==> config.mk <==
export PLATFORM = sky130hd
export DESIGN_NAME = adder_err_eval_flat
export DESIGN_NICKNAME = d
export VERILOG_FILES = /design/src/rtl/adder_err_eval_pkg.sv /design/src/rtl/adder_err_eval_if.sv /design/src/rtl/adder_err_eval_ed_calc.sv /design/src/rtl/adder_err_eval.sv /design/src/flat_wrapper.sv
export SDC_FILE = /design/constraint.sdc
export NUM_CORES = 1
export LEC_CHECK = 0
export CORE_MARGIN = 3
export CORE_UTILIZATION = 35
export CTS_BUF_LIST = sky130_fd_sc_hd__clkbuf_8 sky130_fd_sc_hd__clkbuf_16
export DETAILED_ROUTE_END_ITERATION = 6
export SYNTH_ARGS = -nofsm -noshare
export SYNTH_HDL_FRONTEND = slang
export SYNTH_SLANG_ARGS = --single-unit
==> constraint.sdc <==
create_clock -name clk -period 10.15 [get_ports clk]
set_input_delay 1.5225 -clock clk [delete_from_list [all_inputs] [get_ports clk]]
set_output_delay 1.5225 -clock clk [all_outputs]
set_load 0.01 [all_outputs]
==> src/rtl/adder_err_eval_pkg.sv <==
// Shared types and helpers for the approximate-adder error evaluator.
//   state_e   : run-control FSM states
//   *_DEF     : default parameter values for the block
//   abs_diff  : unsigned magnitude of the difference of two operands
package adder_err_eval_pkg;

  localparam int unsigned WIDTH_DEF = 16;
  localparam int unsigned CNT_W_DEF = 32;
  localparam int unsigned ACC_W_DEF = 48;

  // Working width for abs_diff; callers narrow the result to their own width.
  localparam int unsigned ED_MAX_W  = 64;

  typedef enum logic [1:0] {
    IDLE  = 2'd0,
    RUN   = 2'd1,
    DRAIN = 2'd2,
    DONE  = 2'd3
  } state_e;

  function automatic logic [ED_MAX_W-1:0] abs_diff(input logic [ED_MAX_W-1:0] x,
                                                   input logic [ED_MAX_W-1:0] y);
    return (x >= y) ? (x - y) : (y - x);
  endfunction

endpackage

==> src/rtl/adder_err_eval_if.sv <==
// Sample stream into the error evaluator.
//   in_valid/in_ready : transfer handshake (transfer when both high)
//   a, b              : operands fed to the adder under test
//   approx_sum        : WIDTH+1-bit result of the adder under test
// master drives samples, slave accepts them.
interface adder_err_eval_if
  import adder_err_eval_pkg::*;
#(
  parameter int unsigned WIDTH = WIDTH_DEF
);

  logic             in_valid;
  logic             in_ready;
  logic [WIDTH-1:0] a;
  logic [WIDTH-1:0] b;
  logic [WIDTH:0]   approx_sum;

  modport master (output in_valid, a, b, approx_sum, input in_ready);
  modport slave  (input in_valid, a, b, approx_sum, output in_ready);

endinterface

==> src/rtl/adder_err_eval_ed_calc.sv <==
// Two-stage error-distance pipeline.
//   S1: registers the exact WIDTH+1-bit sum a+b and the approximate result.
//   S2: registers ed = |exact - approx| and nz = (ed != 0).
// Ports: clk, rst (async active-high), in_fire (sample accepted this cycle),
//        a, b, approx_sum (sample), s1_valid/s2_valid (stage occupancy),
//        ed, nz (S2 outputs, meaningful while s2_valid).
module adder_err_eval_ed_calc
  import adder_err_eval_pkg::*;
#(
  parameter int unsigned WIDTH = WIDTH_DEF
) (
  input  logic             clk,
  input  logic             rst,
  input  logic             in_fire,
  input  logic [WIDTH-1:0] a,
  input  logic [WIDTH-1:0] b,
  input  logic [WIDTH:0]   approx_sum,
  output logic             s1_valid,
  output logic             s2_valid,
  output logic [WIDTH:0]   ed,
  output logic             nz
);

  logic           s1_v_q, s1_v_d;
  logic           s2_v_q, s2_v_d;
  logic [WIDTH:0] exact_q, exact_d;
  logic [WIDTH:0] approx_q, approx_d;
  logic [WIDTH:0] ed_q, ed_d;
  logic           nz_q, nz_d;

  always_comb begin
    s1_v_d   = in_fire;
    exact_d  = exact_q;
    approx_d = approx_q;
    if (in_fire) begin
      exact_d  = {1'b0, a} + {1'b0, b};
      approx_d = approx_sum;
    end

    s2_v_d = s1_v_q;
    ed_d   = ed_q;
    nz_d   = nz_q;
    if (s1_v_q) begin
      ed_d = (WIDTH+1)'(abs_diff(ED_MAX_W'(exact_q), ED_MAX_W'(approx_q)));
      nz_d = (ed_d != '0);
    end
  end

  always_ff @(posedge clk or posedge rst) begin
    if (rst) begin
      s1_v_q   <= 1'b0;
      s2_v_q   <= 1'b0;
      exact_q  <= '0;
      approx_q <= '0;
      ed_q     <= '0;
      nz_q     <= 1'b0;
    end else begin
      s1_v_q   <= s1_v_d;
      s2_v_q   <= s2_v_d;
      exact_q  <= exact_d;
      approx_q <= approx_d;
      ed_q     <= ed_d;
      nz_q     <= nz_d;
    end
  end

  assign s1_valid = s1_v_q;
  assign s2_valid = s2_v_q;
  assign ed       = ed_q;
  assign nz       = nz_q;

endmodule

==> src/rtl/adder_err_eval.sv <==
// Error-evaluation engine for approximate adders.
// Accepts num_samples samples, measures each error distance through the
// ed_calc pipeline and accumulates: count of erroneous samples, maximum
// error distance and saturating sum of error distances.
// Ports: clk, rst (async active-high), start, num_samples, s_if (sample
//        stream, slave side), busy (RUN/DRAIN), done (one-cycle pulse),
//        err_count, max_ed, sum_ed, sample_cnt (registered statistics).
module adder_err_eval
  import adder_err_eval_pkg::*;
#(
  parameter int unsigned WIDTH = WIDTH_DEF,
  parameter int unsigned CNT_W = CNT_W_DEF,
  parameter int unsigned ACC_W = ACC_W_DEF
) (
  input  logic               clk,
  input  logic               rst,
  input  logic               start,
  input  logic [CNT_W-1:0]   num_samples,
  adder_err_eval_if.slave    s_if,
  output logic               busy,
  output logic               done,
  output logic [CNT_W-1:0]   err_count,
  output logic [WIDTH:0]     max_ed,
  output logic [ACC_W-1:0]   sum_ed,
  output logic [CNT_W-1:0]   sample_cnt
);

  state_e             state_q, state_d;
  logic [CNT_W-1:0]   target_q, target_d;
  logic               in_ready_q, in_ready_d;
  logic               busy_q, busy_d;
  logic               done_q, done_d;
  logic [CNT_W-1:0]   err_count_q, err_count_d;
  logic [WIDTH:0]     max_ed_q, max_ed_d;
  logic [ACC_W-1:0]   sum_ed_q, sum_ed_d;
  logic [CNT_W-1:0]   sample_cnt_q, sample_cnt_d;

  logic               fire;
  logic               s1_valid, s2_valid;
  logic [WIDTH:0]     s2_ed;
  logic               s2_nz;
  logic [ACC_W:0]     sum_wide;

  assign fire = s_if.in_valid && in_ready_q;

  adder_err_eval_ed_calc #(.WIDTH(WIDTH)) u_ed_calc (
    .clk        (clk),
    .rst        (rst),
    .in_fire    (fire),
    .a          (s_if.a),
    .b          (s_if.b),
    .approx_sum (s_if.approx_sum),
    .s1_valid   (s1_valid),
    .s2_valid   (s2_valid),
    .ed         (s2_ed),
    .nz         (s2_nz)
  );

  always_comb begin
    state_d      = state_q;
    target_d     = target_q;
    done_d       = 1'b0;
    err_count_d  = err_count_q;
    max_ed_d     = max_ed_q;
    sum_ed_d     = sum_ed_q;
    sample_cnt_d = sample_cnt_q;
    sum_wide     = {1'b0, sum_ed_q} + (ACC_W+1)'(s2_ed);

    if (s2_valid) begin
      if (s2_nz && (err_count_q != '1)) err_count_d = err_count_q + 1'b1;
      if (s2_ed > max_ed_q) max_ed_d = s2_ed;
      sum_ed_d = sum_wide[ACC_W] ? '1 : sum_wide[ACC_W-1:0];
    end

    // The pipeline is always empty in IDLE/DONE, so clearing the statistics
    // on start never races with an accumulation.
    case (state_q)
      IDLE, DONE: begin
        if (start) begin
          target_d     = num_samples;
          err_count_d  = '0;
          max_ed_d     = '0;
          sum_ed_d     = '0;
          sample_cnt_d = '0;
          if (num_samples == '0) begin
            state_d = DONE;
            done_d  = 1'b1;
          end else begin
            state_d = RUN;
          end
        end
      end
      RUN: begin
        if (fire) begin
          sample_cnt_d = sample_cnt_q + 1'b1;
          if (sample_cnt_d == target_q) state_d = DRAIN;
        end
      end
      DRAIN: begin
        if (!s1_valid && !s2_valid) begin
          state_d = DONE;
          done_d  = 1'b1;
        end
      end
      default: state_d = IDLE;
    endcase

    // Ready is registered from next-state values so it is already correct
    // in the first RUN cycle and drops right after the final transfer.
    in_ready_d = (state_d == RUN) && (sample_cnt_d < target_d);
    busy_d     = (state_d == RUN) || (state_d == DRAIN);
  end

  always_ff @(posedge clk or posedge rst) begin
    if (rst) begin
      state_q      <= IDLE;
      target_q     <= '0;
      in_ready_q   <= 1'b0;
      busy_q       <= 1'b0;
      done_q       <= 1'b0;
      err_count_q  <= '0;
      max_ed_q     <= '0;
      sum_ed_q     <= '0;
      sample_cnt_q <= '0;
    end else begin
      state_q      <= state_d;
      target_q     <= target_d;
      in_ready_q   <= in_ready_d;
      busy_q       <= busy_d;
      done_q       <= done_d;
      err_count_q  <= err_count_d;
      max_ed_q     <= max_ed_d;
      sum_ed_q     <= sum_ed_d;
      sample_cnt_q <= sample_cnt_d;
    end
  end

  assign s_if.in_ready = in_ready_q;
  assign busy          = busy_q;
  assign done          = done_q;
  assign err_count     = err_count_q;
  assign max_ed        = max_ed_q;
  assign sum_ed        = sum_ed_q;
  assign sample_cnt    = sample_cnt_q;

endmodule

==> src/flat_wrapper.sv <==
// flat-port wrapper written by rule: the top's interface ports become plain ports
module adder_err_eval_flat import adder_err_eval_pkg::*;
#(
  parameter int unsigned WIDTH = WIDTH_DEF,
  parameter int unsigned CNT_W = CNT_W_DEF,
  parameter int unsigned ACC_W = ACC_W_DEF
)
  (clk, rst, start, num_samples, busy, done, err_count, max_ed, sum_ed, sample_cnt, s_if_in_valid, s_if_a, s_if_b, s_if_approx_sum, s_if_in_ready);
  adder_err_eval_if #(.WIDTH(WIDTH)) s_if_i ();
  input  logic clk;
  input  logic rst;
  input  logic start;
  input  logic [CNT_W-1:0] num_samples;
  output logic busy;
  output logic done;
  output logic [CNT_W-1:0] err_count;
  output logic [WIDTH:0] max_ed;
  output logic [ACC_W-1:0] sum_ed;
  output logic [CNT_W-1:0] sample_cnt;
  input wire logic [$bits(s_if_i.in_valid)-1:0] s_if_in_valid;
  input wire logic [$bits(s_if_i.a)-1:0] s_if_a;
  input wire logic [$bits(s_if_i.b)-1:0] s_if_b;
  input wire logic [$bits(s_if_i.approx_sum)-1:0] s_if_approx_sum;
  output wire logic [$bits(s_if_i.in_ready)-1:0] s_if_in_ready;
  assign s_if_i.in_valid = s_if_in_valid;
  assign s_if_i.a = s_if_a;
  assign s_if_i.b = s_if_b;
  assign s_if_i.approx_sum = s_if_approx_sum;
  assign s_if_in_ready = s_if_i.in_ready;
  adder_err_eval #(.WIDTH(WIDTH), .CNT_W(CNT_W), .ACC_W(ACC_W)) u_core (.clk(clk), .rst(rst), .start(start), .num_samples(num_samples), .s_if(s_if_i), .busy(busy), .done(done), .err_count(err_count), .max_ed(max_ed), .sum_ed(sum_ed), .sample_cnt(sample_cnt));
endmodule
==> reports/results.tsv, run 1 <==
metric	value	unit
worstSetupEndpointType	flop	
crit_path_max_fanout	74	
die_h	211.0	microns
overflow	0	
fin_crit	4576	ps
path_cells	clkdlybuf4s50_1, nand2_4, buf_4, mux2i_1, ha_1, a21o_1, a21o_1, a21o_1, a21oi_1, nor2b_1, o21ai_0, nand2b_1, a21oi_1, o2111ai_1, nor2_1	
grt_max_degree	101	
clkLatencyLatePin	540	ps
fillCellCount	4023	
fin_skew	11.39	ps
htreeDepth	1	
die-area	44520	sq um
slew_violations	0	
final_common_cell	dfrtp_1	
required	10630	ps
status	finished, final reports clean	
crit_cells	15	
numCtsBuffers	27	
critPathBufInv	2	
slowest_stage	buf_4	
vias	12787	
worst_ep_arrival_time	5060	ps
fin_tns_setup	0	ps
cts_tree	built	
power.density	279.3	nW/um^2
path_class	in -> reg	
final_util	44.20	%
ctsResizeCount	0	
rsz0062_at_grt	no	
setup_viol	0	
hold_buffers	0	
cts_setup_buffers	0	
synth_seq_area_share	37.43	%
initial_core_util	35.70	%
drc	0	
p_leak	8.109	nW
cp-start-kind	input pin	
routedWlPerCell	17.37	microns
layout-drive-gt1-share	4.204	%
hold_violations	0	
cts-root-buf	clkbuf_16	
grt_usage	18.34	%
cts_buffer_depth	3	
synthArstFlopShare	100.0	%
ir_drop	153.9	uV
max_cap_violations	0	
nNetsFinal	2071	
grt_pass1_wl	66.42	mm
synth_cell_types	72	
synth_nets	1880	
synth_flop_cell	dfrtp_1	
ioPinCount	217	
die_x	211.0	microns
rr_worst_depth	19	
syn-cell-area	14710	sq um
synth.avg_cell_area	8.797	sq um
syn2layout_area_growth	23.81	%
yosysWarnings	0	
diodes	0	
ant_nets	0	
gp_congestion	0.8798	
worstMarginPinSlew	1150	ps
synth_edf_count	0	
row_count	74	
synth-seq-cells	220	
syn_inst	1672	
dpl.hpwl	31.76	mm
routed_wl	41.87	mm
numPortBuffers	216	
worstHoldPathType	reg -> reg	
first_global_vias	12342	
min_period_over_period	45.08	%
vias_per_cell	5.304	
maxSlewHeadroom	23.30	%
max_freq	218.6	MHz
clkTransAtPathRegs	60	ps
cts_sinks	220	
min_path_cells	2	
antenna_found_initial	2	
cp_top_family	buffers and inverters	
path_common_cell	a21o_1	
layout_common_cells	dfrtp_1 (220), clkdlybuf4s50_1 (216), nand2_1 (174)	
slowest_delay	730	ps
core	41200	sq um
firstDrtPassIters	5	
drt_iter0_drc	923	
==> path summary, 6_finish.rpt <==
| path | from | end | slack (ps) |
|---|---|---|---|
| setup / recovery | start | u_core.s_if.in_ready | 5570 |
| min in group asynchronous | rst | u_core.sum_ed[29] | 1460 |
| max in group asynchronous | rst | u_core.u_ed_calc.exact_q[2] | 6660 |
| setup reg to reg | u_core.sample_cnt[7] | u_core.s_if.in_ready | 6010 |
| hold / removal | u_core.u_ed_calc.exact_q[11] | u_core.u_ed_calc.exact_q[11] | 510 |
| hold reg to reg | u_core.u_ed_calc.exact_q[11] | u_core.u_ed_calc.exact_q[11] | 510 |
==> state kept, by name, indices dropped and copies added, names as in the netlist <==
| register | cells |
|---|---|
| u_core.busy | 1 |
| u_core.done | 1 |
| u_core.err_count | 32 |
| u_core.max_ed | 17 |
| u_core.s_if.in_ready | 1 |
| u_core.sample_cnt | 32 |
| u_core.state_q | 2 |
| u_core.sum_ed | 48 |
| u_core.target_q | 32 |
| u_core.u_ed_calc.approx_q | 17 |
| u_core.u_ed_calc.ed | 17 |
| u_core.u_ed_calc.exact_q | 17 |
| u_core.u_ed_calc.nz | 1 |
| u_core.u_ed_calc.s1_valid | 1 |
| u_core.u_ed_calc.s2_valid | 1 |
==> kinds of logic after synthesis <==
group / share of synthesized area, %
compound gates: 16.49
xor+xnor: 7.622
fa+ha+maj: 10.67
buf+inv: 5.121
flops: 37.43
mux: 4.381
simple gates: 18.29
==> through the flow <==
stage	setup slack (ps)	instances	total power, W	hold WS [ps]	area, sq um
4_1_cts	5588	2411	0.005128	517.0	18210
2_1_floorplan	2606	1672	0.003341	351.9	14710
5_1_grt	5222	2411	0.005527	556.2	18210
3_3_place_gp	5037	2366	0.004151	505.3	17390
6_report	5574	2411	0.005087	514.0	18210
3_5_place_dp	5013	2366	0.004180	504.3	17390
==> synthesized netlist by cell type (26+ instances only) <==
cell type  instances  share of area (%)
nand4_1           38                1.6
mux2i_1           61                4.2
xor2_1            48                2.9
nand3_1           47                1.6
nor3_1            35                1.2
inv_1            127                3.2
dfrtp_1          220                 37
xnor2_1           80                4.8
nor2_1           102                2.6
and3_1            26                1.1
nand2_1          175                4.5
ha_1             119                 10
a21oi_1          113                3.8
clkbuf_1          49                1.3
o21ai_0          135                4.6
==> layout make-up <==
type,instances,area (sq um),share of cell area (%)
inverter,128,488.0,2.680
clock buffer,32,744.5,4.088
clock inverter,13,78.83,0.4329
tap,532,665.6,3.655
sequential,220,5505,30.23
timing repair buffer,228,2252,12.37
multi-input combinational,1258,8476,46.54
==> worst min-delay path: stages (launching register included) <==
cell     delay (ps)
dfrtp_1         360
nand2_1          60
o21ai_0          60
==> per-layer routing <==
| metal | part of all wire [%] | global-route usage [%] |
|---|---|---|
| met5 | 0.055 | 0 |
| met4 | 2.5 | 5.104 |
| met1 | 48 | 26.56 |
| met2 | 43 | 28.42 |
| met3 | 6.4 | 3.060 |
==> report_power, final <==
part	total, W	switching (W)	internal [W]
clock	0.000913	0.000376	0.000537
combinational	0.00281	0.00162	0.00119
sequential	0.00137	0.000243	0.00112
Power figures use the tool's default switching activity.
==> run 2: changes to the inputs <==
==> constraint.sdc (replaced) <==
create_clock -name clk -period 4.1 [get_ports clk]
set_input_delay 0.615 -clock clk [delete_from_list [all_inputs] [get_ports clk]]
set_output_delay 0.615 -clock clk [all_outputs]
set_load 0.01 [all_outputs]
==> run 2 against run 1 <==
Compared with the run above: die area is the same; cell area increased by 2.5%; largest cell class unchanged; cell count up 1.6%; largest power group unchanged.
==> reports/results.tsv, run 2 (same netlist as run 1, synthesis figures left out) <==
metric	value	unit	change
initial_core_util	35.70	%	unchanged
drt_iter0_drc	766		-17%
drc	0		unchanged
path_class	reg -> reg		
max_cap_violations	0		unchanged
cts_buffer_depth	3		unchanged
routedWlPerCell	17.30	microns	-0.37%
cts_sinks	220		unchanged
ant_nets	0		unchanged
r2r-end	u_core.s_if.in_ready		
rr_worst_depth	14		-5
required	4530	ps	-6100 ps
vias_per_cell	5.279		-0.46%
cts-root-buf	clkbuf_16		
cts_tree	built		
vias	12934		+1.1%
cp-start-kind	flop		
hold_violations	0		unchanged
fin_skew	7.915	ps	-3.478 ps
worstHoldPathType	in -> async		
routed_wl	42.39	mm	+1.2%
numCtsBuffers	29		+7.4%
worstMarginPinSlew	746.1	ps	-404.4 ps
firstDrtPassIters	5		unchanged
p_leak	8.331	nW	+2.7%
min_period_over_period	91.23	%	
slew_violations	0		unchanged
die-area	44520	sq um	unchanged
crit_path_max_fanout	6		-92%
row_count	74		unchanged
largest_reg_flops	48		unchanged
nNetsFinal	2106		+1.7%
core	41200	sq um	unchanged
r2r_setup_slack	360	ps	-5650 ps
rsz0062_at_grt	no		
final_util	45.32	%	+1.1 points
syn2layout_area_growth	26.97	%	
htreeDepth	1		unchanged
fin_crit	3741	ps	
ir_drop	305.7	uV	+99%
layout-drive-gt1-share	6.674	%	+2.5 points
r2r-start	u_core.sample_cnt[9]		
holdWs	503.9	ps	-10.11 ps
status	finished, final reports clean		
antenna_found_initial	0		-2
grt_max_degree	96		-5.0%
die_x	211.0	microns	unchanged
clkLatencyLatePin	560	ps	+20 ps
grt_usage	18.69	%	+0.34 points
dpl.hpwl	32.47	mm	+2.2%
max_freq	267.3	MHz	
diodes	0		unchanged
grt_pass1_wl	68.30	mm	+2.8%
clkTransAtPathRegs	60	ps	about the same
first_global_vias	12771		+3.5%
maxSlewHeadroom	49.80	%	+27 points
numPortBuffers	216		unchanged
layout_common_cells	clkdlybuf4s50_1 (216), dfrtp_1 (216), nand2_1 (174)		
worstSetupEndpointType	flop		
ioPinCount	217		unchanged
gp_congestion	0.8855		+0.65%
setup_viol	0		unchanged
overflow	0		unchanged
die_h	211.0	microns	unchanged
worst_ep_arrival_time	4170	ps	-890 ps
power.density	703.8	nW/um^2	+150%
## run 2: power by group
part	switching (W)	leakage [nW]	internal, W
registers	0.000582	2.83	0.00279
logic	0.00411	5.00	0.00306
clock network	0.000992	0.500	0.00162
total	0.00568	8.33	0.00746
## run 2: how the worst max path moves through the flow
| stage | startpoint | to |
|---|---|---|
| after global routing | u_core.sample_cnt[9] | u_core.s_if.in_ready |
| final | u_core.sample_cnt[9] | u_core.s_if.in_ready |
| after global placement | u_core.sample_cnt[0] | u_core.s_if.in_ready |
| after detailed placement | u_core.sample_cnt[0] | u_core.s_if.in_ready |
| after CTS | u_core.sample_cnt[0] | u_core.s_if.in_ready |
| after floorplan | rst | u_core.busy |
## run 2: critical path: stages (launching register included)
cell and delay [ps]:
dfrtp_1 470, nand3_2 150, or3_1 410, nor4_1 300, buf_4 170, nand3_1 160, nor2_1 200, nand2_1 90
a21o_1 190, a22o_1 200, ha_1 300, nand4_1 90, or2_2 330, a2111oi_1 450, nor2_1 90
## run 2: layout make-up
class / instances / area [sq um]
clock inverter: 17 / 187.7
inverter: 128 / 484.2
clock buffer: 34 / 794.5
sequential: 220 / 5510
timing repair buffer: 261 / 2537
fill: 4007 / 22530
multi-input combinational: 1258 / 8494
tap: 532 / 665.6
## run 2: through the flow
stage	power [W]	cell area, sq um	cells	setup TNS (ps)	worst slack (ps)
3_5_place_dp	0.01052	17650	2397	-43.62	-43.62
6_report	0.01314	18670	2450	0	359.4
4_1_cts	0.01321	18640	2448	0	86.81
2_1_floorplan	0.008271	14710	1672	0	616.9
3_3_place_gp	0.01039	17650	2397	-45.81	-45.81
5_1_grt	0.01423	18670	2450	0	27.33
## run 2: routing by layer
layer  vias to the layer above  global-route usage, %  routed length (microns)
li1                       6354                      -                        -
met1                      6208                  27.25                    20630
met2                       321                  29.38                    18640
met3                        51                  2.718                     2272
met4                         0                  4.550                      851
met5                         -                      0                        0
## run 2: what timing repair did
action | in CTS | in global routing
buffers inserted | 0 | 2
gates cloned | 0 | 0
setup endpoints to repair | 1 | 2
gates resized for setup | 1 | 8
hold buffers | 0 | 0
hold endpoints to repair | 0 | 0
pin swaps | 0 | 2
==> run 3: changes to the inputs <==
--- a/config.mk
+++ b/config.mk
@@ -9,6 +9,7 @@
 export CORE_UTILIZATION = 35
 export CTS_BUF_LIST = sky130_fd_sc_hd__clkbuf_8 sky130_fd_sc_hd__clkbuf_16
 export DETAILED_ROUTE_END_ITERATION = 6
+export SKIP_LAST_GASP = 1
 export SYNTH_ARGS = -nofsm -noshare
 export SYNTH_HDL_FRONTEND = slang
 export SYNTH_SLANG_ARGS = --single-unit
==> results of run 3 <==
No change in the layout: final DEF, timing and power equal those of run 2.
